$ cat config.mk
export PLATFORM = sky130hd
export DESIGN_NAME = seq_normaliser16bit
export DESIGN_NICKNAME = d
export VERILOG_FILES = /design/src/rtl/seq_normaliser16bit_pkg.sv /design/src/rtl/seq_normaliser16bit_norm_stage.sv /design/src/rtl/seq_normaliser16bit.sv
export SDC_FILE = /design/constraint.sdc
export NUM_CORES = 1
export LEC_CHECK = 0
export CORE_MARGIN = 5
export CORE_UTILIZATION = 51
export CTS_CLUSTER_DIAMETER = 60
export DETAILED_ROUTE_END_ITERATION = 10
export PLACE_DENSITY = 0.89
export SETUP_SLACK_MARGIN = 0.05
export SYNTH_ARGS = -nofsm -noshare
export SYNTH_HDL_FRONTEND = slang
export SYNTH_SLANG_ARGS = --single-unit
$ cat constraint.sdc
create_clock -name clk -period 2.3 [get_ports clk]
set_clock_uncertainty 0.05 [all_clocks]
set_input_delay 0.345 -clock clk [delete_from_list [all_inputs] [get_ports clk]]
set_output_delay 0.345 -clock clk [all_outputs]
set_load 0.02 [all_outputs]
$ cat src/rtl/seq_normaliser16bit_pkg.sv
// Shared constants for the sequential 16-bit left-normaliser.
// Also holds the stage-to-shift-amount mapping used by its FSM.
package seq_normaliser16bit_pkg;

  localparam int WIDTH = 16;
  localparam int MAGW  = 4;

  localparam logic [2:0] ST_IDLE = 3'd0;
  localparam logic [2:0] ST_S8   = 3'd1;
  localparam logic [2:0] ST_S4   = 3'd2;
  localparam logic [2:0] ST_S2   = 3'd3;
  localparam logic [2:0] ST_S1   = 3'd4;
  localparam logic [2:0] ST_DONE = 3'd5;

  // The shift amount is one-hot, so it doubles as the mag bit that the stage sets.
  function automatic logic [MAGW-1:0] stage_amt(input logic [2:0] st);
    case (st)
      ST_S8:   stage_amt = 4'd8;
      ST_S4:   stage_amt = 4'd4;
      ST_S2:   stage_amt = 4'd2;
      ST_S1:   stage_amt = 4'd1;
      default: stage_amt = 4'd0;
    endcase
  endfunction

endpackage

$ cat src/rtl/seq_normaliser16bit_norm_stage.sv
// One binary-search stage: if the top i_amt bits of i_r are all zero,
// shift left by i_amt with zero fill and flag it. An amount of 0 is a pass-through.
module seq_normaliser16bit_norm_stage
  import seq_normaliser16bit_pkg::*;
(
  input  logic [WIDTH-1:0] i_r,
  input  logic [MAGW-1:0]  i_amt,
  output logic [WIDTH-1:0] o_r,
  output logic             o_shift
);

  logic [WIDTH-1:0] w_mask;
  logic [WIDTH-1:0] w_shifted;

  assign w_mask    = ~({WIDTH{1'b1}} >> i_amt);
  assign w_shifted = i_r << i_amt;
  assign o_shift   = (i_amt != '0) && ((i_r & w_mask) == '0);

  // Each output bit is a 1-bit 2:1 mux, the same structure as a barrel-shifter stage.
  for (genvar i = 0; i < WIDTH; i++) begin : g_mux
    assign o_r[i] = o_shift ? w_shifted[i] : i_r[i];
  end

endmodule

$ cat src/rtl/seq_normaliser16bit.sv
// Sequential left-normaliser: one search stage (8, 4, 2, 1) per clock.
// It returns the normalised word Q, the shift magnitude mag and a zero flag.
module seq_normaliser16bit
  import seq_normaliser16bit_pkg::*;
(
  input  logic             clk,
  input  logic             rst_n,
  input  logic             start,
  input  logic [WIDTH-1:0] A,
  output logic             busy,
  output logic             done,
  output logic [WIDTH-1:0] Q,
  output logic [MAGW-1:0]  mag,
  output logic             zero
);

  logic [2:0]       r_state;
  logic [2:0]       w_state_nxt;
  logic [WIDTH-1:0] r_r;
  logic [MAGW-1:0]  r_mag;
  logic             r_zero;

  logic [MAGW-1:0]  w_amt;
  logic [WIDTH-1:0] w_r_nxt;
  logic             w_shift_bit;
  logic             w_load;

  assign busy   = (r_state == ST_S8) || (r_state == ST_S4) ||
                  (r_state == ST_S2) || (r_state == ST_S1);
  assign done   = (r_state == ST_DONE);
  assign w_load = start && ((r_state == ST_IDLE) || (r_state == ST_DONE));
  assign w_amt  = stage_amt(r_state);

  seq_normaliser16bit_norm_stage u_stage (
    .i_r     (r_r),
    .i_amt   (w_amt),
    .o_r     (w_r_nxt),
    .o_shift (w_shift_bit)
  );

  always_comb begin
    // NOTE: default assignment first so every path drives w_state_nxt; no latch is inferred.
    w_state_nxt = r_state;
    case (r_state)
      ST_IDLE: if (start) w_state_nxt = ST_S8;
      ST_S8:   w_state_nxt = ST_S4;
      ST_S4:   w_state_nxt = ST_S2;
      ST_S2:   w_state_nxt = ST_S1;
      ST_S1:   w_state_nxt = ST_DONE;
      ST_DONE: w_state_nxt = start ? ST_S8 : ST_IDLE;
      default: w_state_nxt = ST_IDLE;
    endcase
  end

  // NOTE: non-blocking assignments so every register samples pre-edge values.
  always_ff @(posedge clk or negedge rst_n) begin
    if (!rst_n) begin
      r_state <= ST_IDLE;
      r_r     <= '0;
      r_mag   <= '0;
      r_zero  <= 1'b0;
    end else begin
      r_state <= w_state_nxt;
      if (w_load) begin
        r_r    <= A;
        r_mag  <= '0;
        r_zero <= (A == '0);
      end else if (busy) begin
        r_r <= w_r_nxt;
        if (w_shift_bit) r_mag <= r_mag | w_amt;
      end
    end
  end

  assign Q    = r_r;
  assign mag  = r_mag;
  assign zero = r_zero;

endmodule
=== Yosys cells after proc, flatten, opt, wreduce, memory -nomap -nowiden ===
Index checks and enable logic that the tools add are counted.

* Bits in registers: 24
* Logic and storage cells: 53

* Equality and inequality tests: 6
* Shift operators: 2
* Muxes and demuxes: 25
* Bitwise logic cells: 3
* Reduce and logical (&&, ||, !) cells: 13

{| class="wikitable"
|+ Operators with widths
! cell !! count
|-
| 16-bit zero test || 2
|-
| 16-bit two-way mux || 2
|-
| 3-bit one-hot mux with 6 select lines || 1
|-
| 1-bit two-way mux || 17
|-
| 16-bit AND || 1
|-
| 16-bit NOT || 1
|-
| 4-bit one-hot mux with 4 select lines || 1
|-
| 16-bit by 4-bit left shift with 16-bit output || 1
|-
| 16-bit by 4-bit >> shifter with 16-bit output (first input constant) || 1
|-
| 4-bit two-way mux || 3
|-
| 3-bit by 2-bit == test with 1-bit output (second input constant) || 2
|-
| 3-bit == test (second input constant) || 2
|-
| 1-bit logical OR || 4
|-
| 4-bit OR || 1
|-
| 2-bit nonzero test || 2
|-
| 4-bit nonzero test || 1
|-
| 3-bit by 1-bit == test with 1-bit output (second input constant) || 1
|-
| 3-bit zero test || 1
|-
| 3-bit two-way mux || 1
|-
| 1-bit logical AND || 2
|-
| 2-bit != test (second input constant) || 1
|-
| 2-bit AND reduction || 1
|}

=== Depth between registers and ports, before layout ===
Gate-level depths: netlist (run 1).

* Depth after elaboration: 10
* Gate-level depth with buffers: 8
* Depth with buffers taken out: 5

=== By module ===
From an unflattened synthesis (run 1), not the netlist that was laid out.

* Cells, all modules: 254
* Area total of the unflattened synthesis: 2272.2 um^2

{| class="wikitable"
|+ By module, submodules not included
! module !! times used !! cells each !! area each (um^2) !! seq. area each (um^2)
|-
| seq_normaliser16bit || 1 || 138 || 1260.0 || 600.6
|-
| seq_normaliser16bit_norm_stage || 1 || 116 || 1012.2 || 0.0
|}

=== Worst setup path before layout (run 1) ===
No wires, ideal clock.

* Kind: register to register
* Start: reg r_r[9], in the netlist Q[9]
* End: reg r_r[4], in the netlist Q[4]
* Setup time: 0.134 ns
* Arrival: 1.617 ns
* Required time: 2.116 ns
* Slack: 0.499 ns
* Stages on the path, launching flop included: 7
* Clock period less this slack: 1.801 ns
* Cell sequence: dfrtp_1 -> nor4_1 -> nand3_1 -> a211o_4 -> buf_6 -> a21oi_1 -> o21ai_1

* Word-level cells in the longest chain between the ends: 5
* Elaborated cells between the ends (all ways): 9

{| class="wikitable"
|+ Ends and longest elaborated chain
! item !! line !! source
|-
| from (decl) || seq_normaliser16bit.sv:19 || <nowiki>logic [WIDTH-1:0] r_r;</nowiki>
|-
| from (signal assigned) || seq_normaliser16bit.sv:69 || <nowiki>r_r <= w_r_nxt;</nowiki>
|-
| branches (longest 5 deep; another with 16-bit by 4-bit left shift with 16-bit output) || - ||
|}

Several ways; the timed one is not identified. The select of a mux whose other input is x is not followed.
A chain may end at the register's enable or synchronous reset.

=== Worst setup path in the final report (run 1) ===
* Start: reg r_state[0]
* End: reg r_r[10], in the netlist Q[10]

* Word-level cells in the longest chain between the ends: 9
* Elaborated cells between the ends (all ways): 25

{| class="wikitable"
|+ Ends and longest elaborated chain
! item !! line !! source
|-
| from (decl) || seq_normaliser16bit.sv:17 || <nowiki>logic [2:0] r_state;</nowiki>
|-
| from (signal assigned) || seq_normaliser16bit.sv:63 || <nowiki>r_state <= w_state_nxt;</nowiki>
|-
| 3-bit == test, or another cell as far along || seq_normaliser16bit_pkg.sv:17, seq_normaliser16bit.sv:29 ||
|-
| 4-bit one-hot mux with 4 select lines || seq_normaliser16bit_pkg.sv:17 || <nowiki>case (st)</nowiki>
|-
| 16-bit by 4-bit >> shifter with 16-bit output || seq_normaliser16bit_norm_stage.sv:15 || <nowiki>assign w_mask = ~({WIDTH{1'b1}} >> i_amt);</nowiki>
|-
| 16-bit NOT || seq_normaliser16bit_norm_stage.sv:15 ||
|-
| 16-bit AND || seq_normaliser16bit_norm_stage.sv:17 || <nowiki>assign o_shift = (i_amt != '0) && ((i_r & w_mask) == '0);</nowiki>
|-
| 16-bit zero test || seq_normaliser16bit_norm_stage.sv:17 ||
|-
| 1-bit logical AND || seq_normaliser16bit_norm_stage.sv:17 ||
|-
| 2-bit nonzero test (no line) || - ||
|-
| 2-bit AND reduction (no line) || - ||
|}

Several ways; a longest one is shown, not always the timed one. The select of a mux whose other input is x is not followed.

==> results of run 1 <==
-- cells in the mapped netlist, drive strengths merged, types with 5 or more instances --
cell	n
dfrtp	24
nor2b	6
nor2	12
a21oi	14
o21ai	16
a2111oi	5
nand2	33
a31oi	7
nand3	10
nor4	5
nor3	9
clkbuf	6
a211oi	6
buf	17
o211ai	6
mux2i	5
mux2	5
-- where the power goes --
part,internal (mW),switching (mW)
sequential,0.620,0.344
combinational,1.24,1.54
clock,0.117,0.134
total,1.98,2.01
-- cells by family after synthesis --
kind of cell    after synthesis  synth area share, %
flops                        24                31.27
compound gates               77                30.36
xor+xnor                      2               0.9122
simple gates                 91                23.65
mux                          11                6.710
buf+inv                      25                7.100
-- through the flow --
stage | cells | power, mW | hold WS (ns) | setup slack (ns)
3_5_place_dp | 315 | 3.668 | 0.4406 | -0.01609
2_1_floorplan | 230 | 2.759 | -0.0005911 | 0.4995
3_3_place_gp | 315 | 3.605 | 0.4387 | 0.08452
4_1_cts | 318 | 3.920 | 0.3912 | 0.1064
5_1_grt | 318 | 4.288 | 0.4248 | 0.07259
6_report | 318 | 3.990 | 0.3781 | 0.1876
-- area by class of cell --
| type | instances | area (um^2) | share of cell area [%] |
|---|---|---|---|
| multi-input cells | 181 | 1204 | 48.83 |
| flip-flops and latches | 24 | 601.8 | 24.42 |
| repair buffers | 60 | 550.5 | 22.34 |
| well taps | 48 | 60.06 | 2.437 |
| clock buffers | 3 | 41.29 | 1.675 |
| inverters | 2 | 7.507 | 0.3046 |
-- repair_timing --
action | in CTS | in global routing
endpoints found under the setup margin | 6 | 6
gates resized for setup | 3 | 3
buffers inserted | 0 | 0
-- routing by layer --
layer  GRT usage [%]  wire length (um)  vias to the layer above
li1                -                 -                      956
met1           31.06              2470                      990
met2           37.24              2661                      106
met3           3.366               431                       16
met4           11.27               129                        0
met5               0                 0                        -
-- sequential cells by signal (all words and copies together) (netlist names) --
name,flops
r_state,3
Q,16
mag,4
zero,1
-- worst max-delay path, stage by stage (launching register included) --
cell and delay [ns]:
dfrtp_1 0.40, buf_4 0.20, nor3b_2 0.40, a221oi_4 0.11, a211o_4 0.45, a2111oi_2 0.25, o21ai_1 0.12
-- worst paths after layout --
path	from	end	slack (ns)	cells past startpoint
worst max-delay path	r_state[0]$_DFFE_PN0P_	Q[10]$_DFFE_PN0P_	0.19	6
min in group clk	mag[3]$_DFFE_PN0P_	mag[3]$_DFFE_PN0P_	0.46	2
max in group asynchronous	rst_n	r_state[1]$_DFFE_PN0P_	1.55	2
worst min register to register	mag[3]$_DFFE_PN0P_	mag[3]$_DFFE_PN0P_	0.46	2
worst max register to register	r_state[0]$_DFFE_PN0P_	Q[10]$_DFFE_PN0P_	0.19	6
worst min-delay path	rst_n	mag[2]$_DFFE_PN0P_	0.38	2
==> impl_metrics.yaml, run 1 <==
synth:
  post_synth_instance_area_um2: 1921
  synth_enable_flop_cells: 0
  synth.ff_latch_count: 24
  synth.area.top_cells: "dfrtp_1 31%, nand2_1 6.4%, a21oi_1 3.4%, o21ai_1 2.9%, buf_2 2.6%"
  yosysSeqAreaShare_pct: 31.27
  post-synth-top-area-cell: "dfrtp_1"
  postSynthAreaPerCell_um2: 8.350
  synth_largest_type_area_fraction_pct: 31.27
  postSynth.asyncResetShare_pct: 100.0
  synth_warnings: 0
  synthDistinctLibCells: 55
  synth_nets: 249
  most_instantiated_flip_flop_cell_in_the_synthesis_netlist: "dfrtp_1"
  gate_count_of_the_mapped_netlist: 230
sta:
  maxSlewHeadroom_pct: 70.38
  grt_setup_unrepaired: "no"
  post-route-min-period_ns: 2.112
  timing.setup.tns_ns: 0
  finalSetupViolations: 0
  tightestPinTransition_ns: 0.4403
  finalHoldViolations: 0
  finalCritPeriodShare_pct: 91.84
  timing.fmax_ghz: 0.4734
  timing_max_transition_violations_final: 0
placement:
  dp_hpwl_um: 4105
  routabilityCongestion: 0.9742
  io_buffers: 41
  post_dp_cell_area_um2: 2405
worst_setup_path:
  critical_path.endpoint_type: "flip-flop"
  critical_path.max_fanout: 15
  critical_setup_path_kind: "reg -> reg"
  timing.critical_path.from_type: "flip-flop"
  critical_path_arrival_ns: 2.22
  critPathRequiredTime_ns: 2.40
floorplan:
  fp.dieH_um: 71.37
  num_io_pins: 42
  start_util_pct: 52.46
  fp.dieArea_um2: 5093
  rows: 22
  die_x_um: 71.37
  floorplan.core_area_um2: 3661
clock_network:
  clock_sinks: 24
  clock_path_buffers: 2
  path_clk_slew_ns: 0.09
  htreeDepth: 1
  clk_root_buffer_cell: "clkbuf_8"
  clock_insertion_delay_worst_skew_ns: 0.27
  cts_made_buffers: 3
  cts_tree: "done"
  hold_buffers: 0
flow_run:
  cap_viol_max_count: 0
drt:
  dr.first_iter.drc_count: 235
  drt-pass1-iter-count: 5
  detail_route.vias_per_cell: 6.503
  wirelength_um: 5693
  routed_via_count: 2068
  wl_per_cell_um: 17.90
  postRouteAntennaNets: 0
  drcViolationCount: 0
grt:
  grt_max_degree: 26
  gr-usage-all-layers_pct: 23.38
  via_count_of_the_first_global_routing_pass: 2064
  number_of_antenna_violations_at_the_first_check_in_global_routing: 0
  overflow: 0
  grt_first_pass_wirelength_um: 9653
pwr:
  power_density_nw_per_um2: 1619
  static-leakage-power_nw: 0.9515
  peakVddDrop_v: 0.0008553
cells_and_area:
  diodes: 0
  fillerInstances: 295
  post-route-cell-area_um2: 2465
  area_growth_syn_to_layout_pct: 28.34
  layout-drive-gt1-share_pct: 14.81
  mostFrequentLayoutCell: "clkdlybuf4s50_1"
  layout_common_cells: "39 x clkdlybuf4s50_1, 33 x nand2_1, 23 x dfrtp_1, 19 x buf_4, 13 x a21oi_1"
  final_util_pct: 67.33
  design.final.nets: 291
run_status:
  result_of_the_run: "complete, no violations"
worst_hold_path:
  holdCritPathClass: "in -> async"
No activity file was read; power rests on OpenSTA's default activity.
==> inputs of run 2 (changes only) <==
--- a/config.mk
+++ b/config.mk
@@ -5,7 +5,6 @@
 export SDC_FILE = /design/constraint.sdc
 export NUM_CORES = 1
 export LEC_CHECK = 0
-export CORE_MARGIN = 5
 export CORE_UTILIZATION = 51
 export CTS_CLUSTER_DIAMETER = 60
 export DETAILED_ROUTE_END_ITERATION = 10
==> impl_metrics.yaml, run 2 (synthesized netlist as in run 1, its figures left out) <==
drt:
  dr.first_iter.drc_count: 297
  wl_per_cell_um: 18.69
  drcViolationCount: 0
  routed_via_count: 2096
  postRouteAntennaNets: 0
  wirelength_um: 6018
  detail_route.vias_per_cell: 6.509
  drt-pass1-iter-count: 5
worst_hold_path:
  holdCritPathClass: "in -> async"
clock_network:
  htreeDepth: 1
  clk_root_buffer_cell: "clkbuf_8"
  cts_made_buffers: 3
  clock_insertion_delay_worst_skew_ns: 0.27
  clock_path_buffers: 2
  cts_tree: "done"
  path_clk_slew_ns: 0.08
  clock_sinks: 24
worst_setup_path:
  critPathRequiredTime_ns: 1.90
  crit_buf_inv: 3
  critical_path.endpoint_type: "output pin"
  critical_path.max_fanout: 8
  critical-path-slowest-cell: "clkdlybuf4s50_1"
  path_cells: "buf_4 > inv_2 > and3_1 > clkdlybuf4s50_1"
  timing.critical_path.slowest_cell_delay_ns: 0.59
  timing.critical_path.from_type: "flip-flop"
  critical_path.top_delay_family: "buffers and inverters"
  critical_setup_path_kind: "reg -> out"
  critical_path_arrival_ns: 1.81
floorplan:
  die_x_um: 63.37
  num_io_pins: 42
  fp.dieH_um: 63.37
  floorplan.core_area_um2: 3468
  start_util_pct: 55.38
  rows: 21
  fp.dieArea_um2: 4015
sta:
  maxSlewHeadroom_pct: 70.46
  tightestPinTransition_ns: 0.4319
  finalHoldViolations: 0
  worst_hold_slack_ns: 0.3814
  timing.fmax_ghz: 0.4544
  post-route-min-period_ns: 2.201
  finalCritPeriodShare_pct: 95.68
  grt_setup_unrepaired: "yes"
  timing_max_transition_violations_final: 0
  timing.setup.tns_ns: 0
  finalSetupViolations: 0
  worst_slack_ns: 0.09936
placement:
  io_buffers: 41
  routabilityCongestion: 0.9531
  dp_slack_ns: 0.1815
  dp_hpwl_um: 4317
pwr:
  static-leakage-power_nw: 0.9800
  power_density_nw_per_um2: 1657
  peakVddDrop_v: 0.0009055
  total_power_mw: 4.164
grt:
  gr-usage-all-layers_pct: 32.15
  number_of_antenna_violations_at_the_first_check_in_global_routing: 0
  grt_max_degree: 41
  grt_first_pass_wirelength_um: 9929
  overflow: 0
  via_count_of_the_first_global_routing_pass: 1946
flow_run:
  cap_viol_max_count: 0
cells_and_area:
  mostFrequentLayoutCell: "clkdlybuf4s50_1"
  layout-drive-gt1-share_pct: 16.67
  diodes: 0
  area_growth_syn_to_layout_pct: 30.81
  design.final.nets: 296
  largest_register_ffs: 16
  layout_common_cells: "40 x clkdlybuf4s50_1, 33 x nand2_1, 23 x dfrtp_1, 23 x buf_4, 13 x a21oi_1"
run_status:
  result_of_the_run: "complete, no violations"
-- run 2: path summary, 6_finish.rpt --
| kind | startpoint | end | slack (ns) | cells past startpoint |
|---|---|---|---|---|
| worst max-delay path | r_state[1]$_DFFE_PN0P_ | done | 0.1 | 4 |
| worst max register to register | Q[10]$_DFFE_PN0P_ | Q[14]$_DFFE_PN0P_ | 0.20 | 5 |
| max in group asynchronous | rst_n | r_state[1]$_DFFE_PN0P_ | 1.56 | 2 |
| worst min register to register | zero$_DFFE_PN0P_ | zero$_DFFE_PN0P_ | 0.45 | 2 |
| worst min-delay path | rst_n | mag[0]$_DFFE_PN0P_ | 0.38 | 2 |
| min in group clk | zero$_DFFE_PN0P_ | zero$_DFFE_PN0P_ | 0.45 | 2 |
-- run 2: metrics by stage --
step           std cells  instance area [um^2]  util (%)
2_1_floorplan        230                  1921         -
3_3_place_gp         318                  2452     70.71
3_5_place_dp         318                  2452     70.71
4_1_cts              322                  2506     72.26
5_1_grt              322                  2512     72.44
6_report             322                  2512     72.44
-- run 2: timing repair --
item,CTS,global route
hold buffers,0,0
buffers inserted,0,0
gates resized for setup,1,2
setup endpoints to repair,1,2
-- run 2: cell type report --
class | instances | area [um^2]
repair buffers | 65 | 601.8
well taps | 46 | 57.56
flip-flops and latches | 24 | 601.8
fillers | 289 | 955.9
clock buffers | 4 | 55.05
multi-input cells | 181 | 1189
inverters | 2 | 7.507
-- run 2: worst reg2reg max path, stage by stage, from the launching register on --
cell and delay (ns):
dfrtp_1 0.48, nor4_1 0.40, nand3_1 0.20, a211oi_2 0.41, o221ai_1 0.27, o221a_2 0.18
-- run 2: per-layer routing --
metal  vias up  track usage [%]  wire length [um]
li1        963                -                 -
met1       988            44.84              2501
met2       131            49.87              2738
met3        14            5.797               639
met4         0            10.80               139
met5         -                0                 0
-- run 2: where the power goes --
group	internal, mW	switching, mW	total, mW	leakage [nW]
Sequential	0.620	0.314	0.934	0.294
Combinational	1.30	1.64	2.94	0.657
Clock	0.153	0.137	0.290	0.0288
Total	2.07	2.09	4.16	0.980
==> inputs of run 3 (changes only) <==
--- a/config.mk
+++ b/config.mk
@@ -10,6 +10,7 @@
 export DETAILED_ROUTE_END_ITERATION = 10
 export PLACE_DENSITY = 0.89
 export SETUP_SLACK_MARGIN = 0.05
+export SLEW_MARGIN = 20
 export SYNTH_ARGS = -nofsm -noshare
 export SYNTH_HDL_FRONTEND = slang
 export SYNTH_SLANG_ARGS = --single-unit
==> results of run 3 <==
Same layout as run 2: the final DEF is identical, and so are final timing and power.
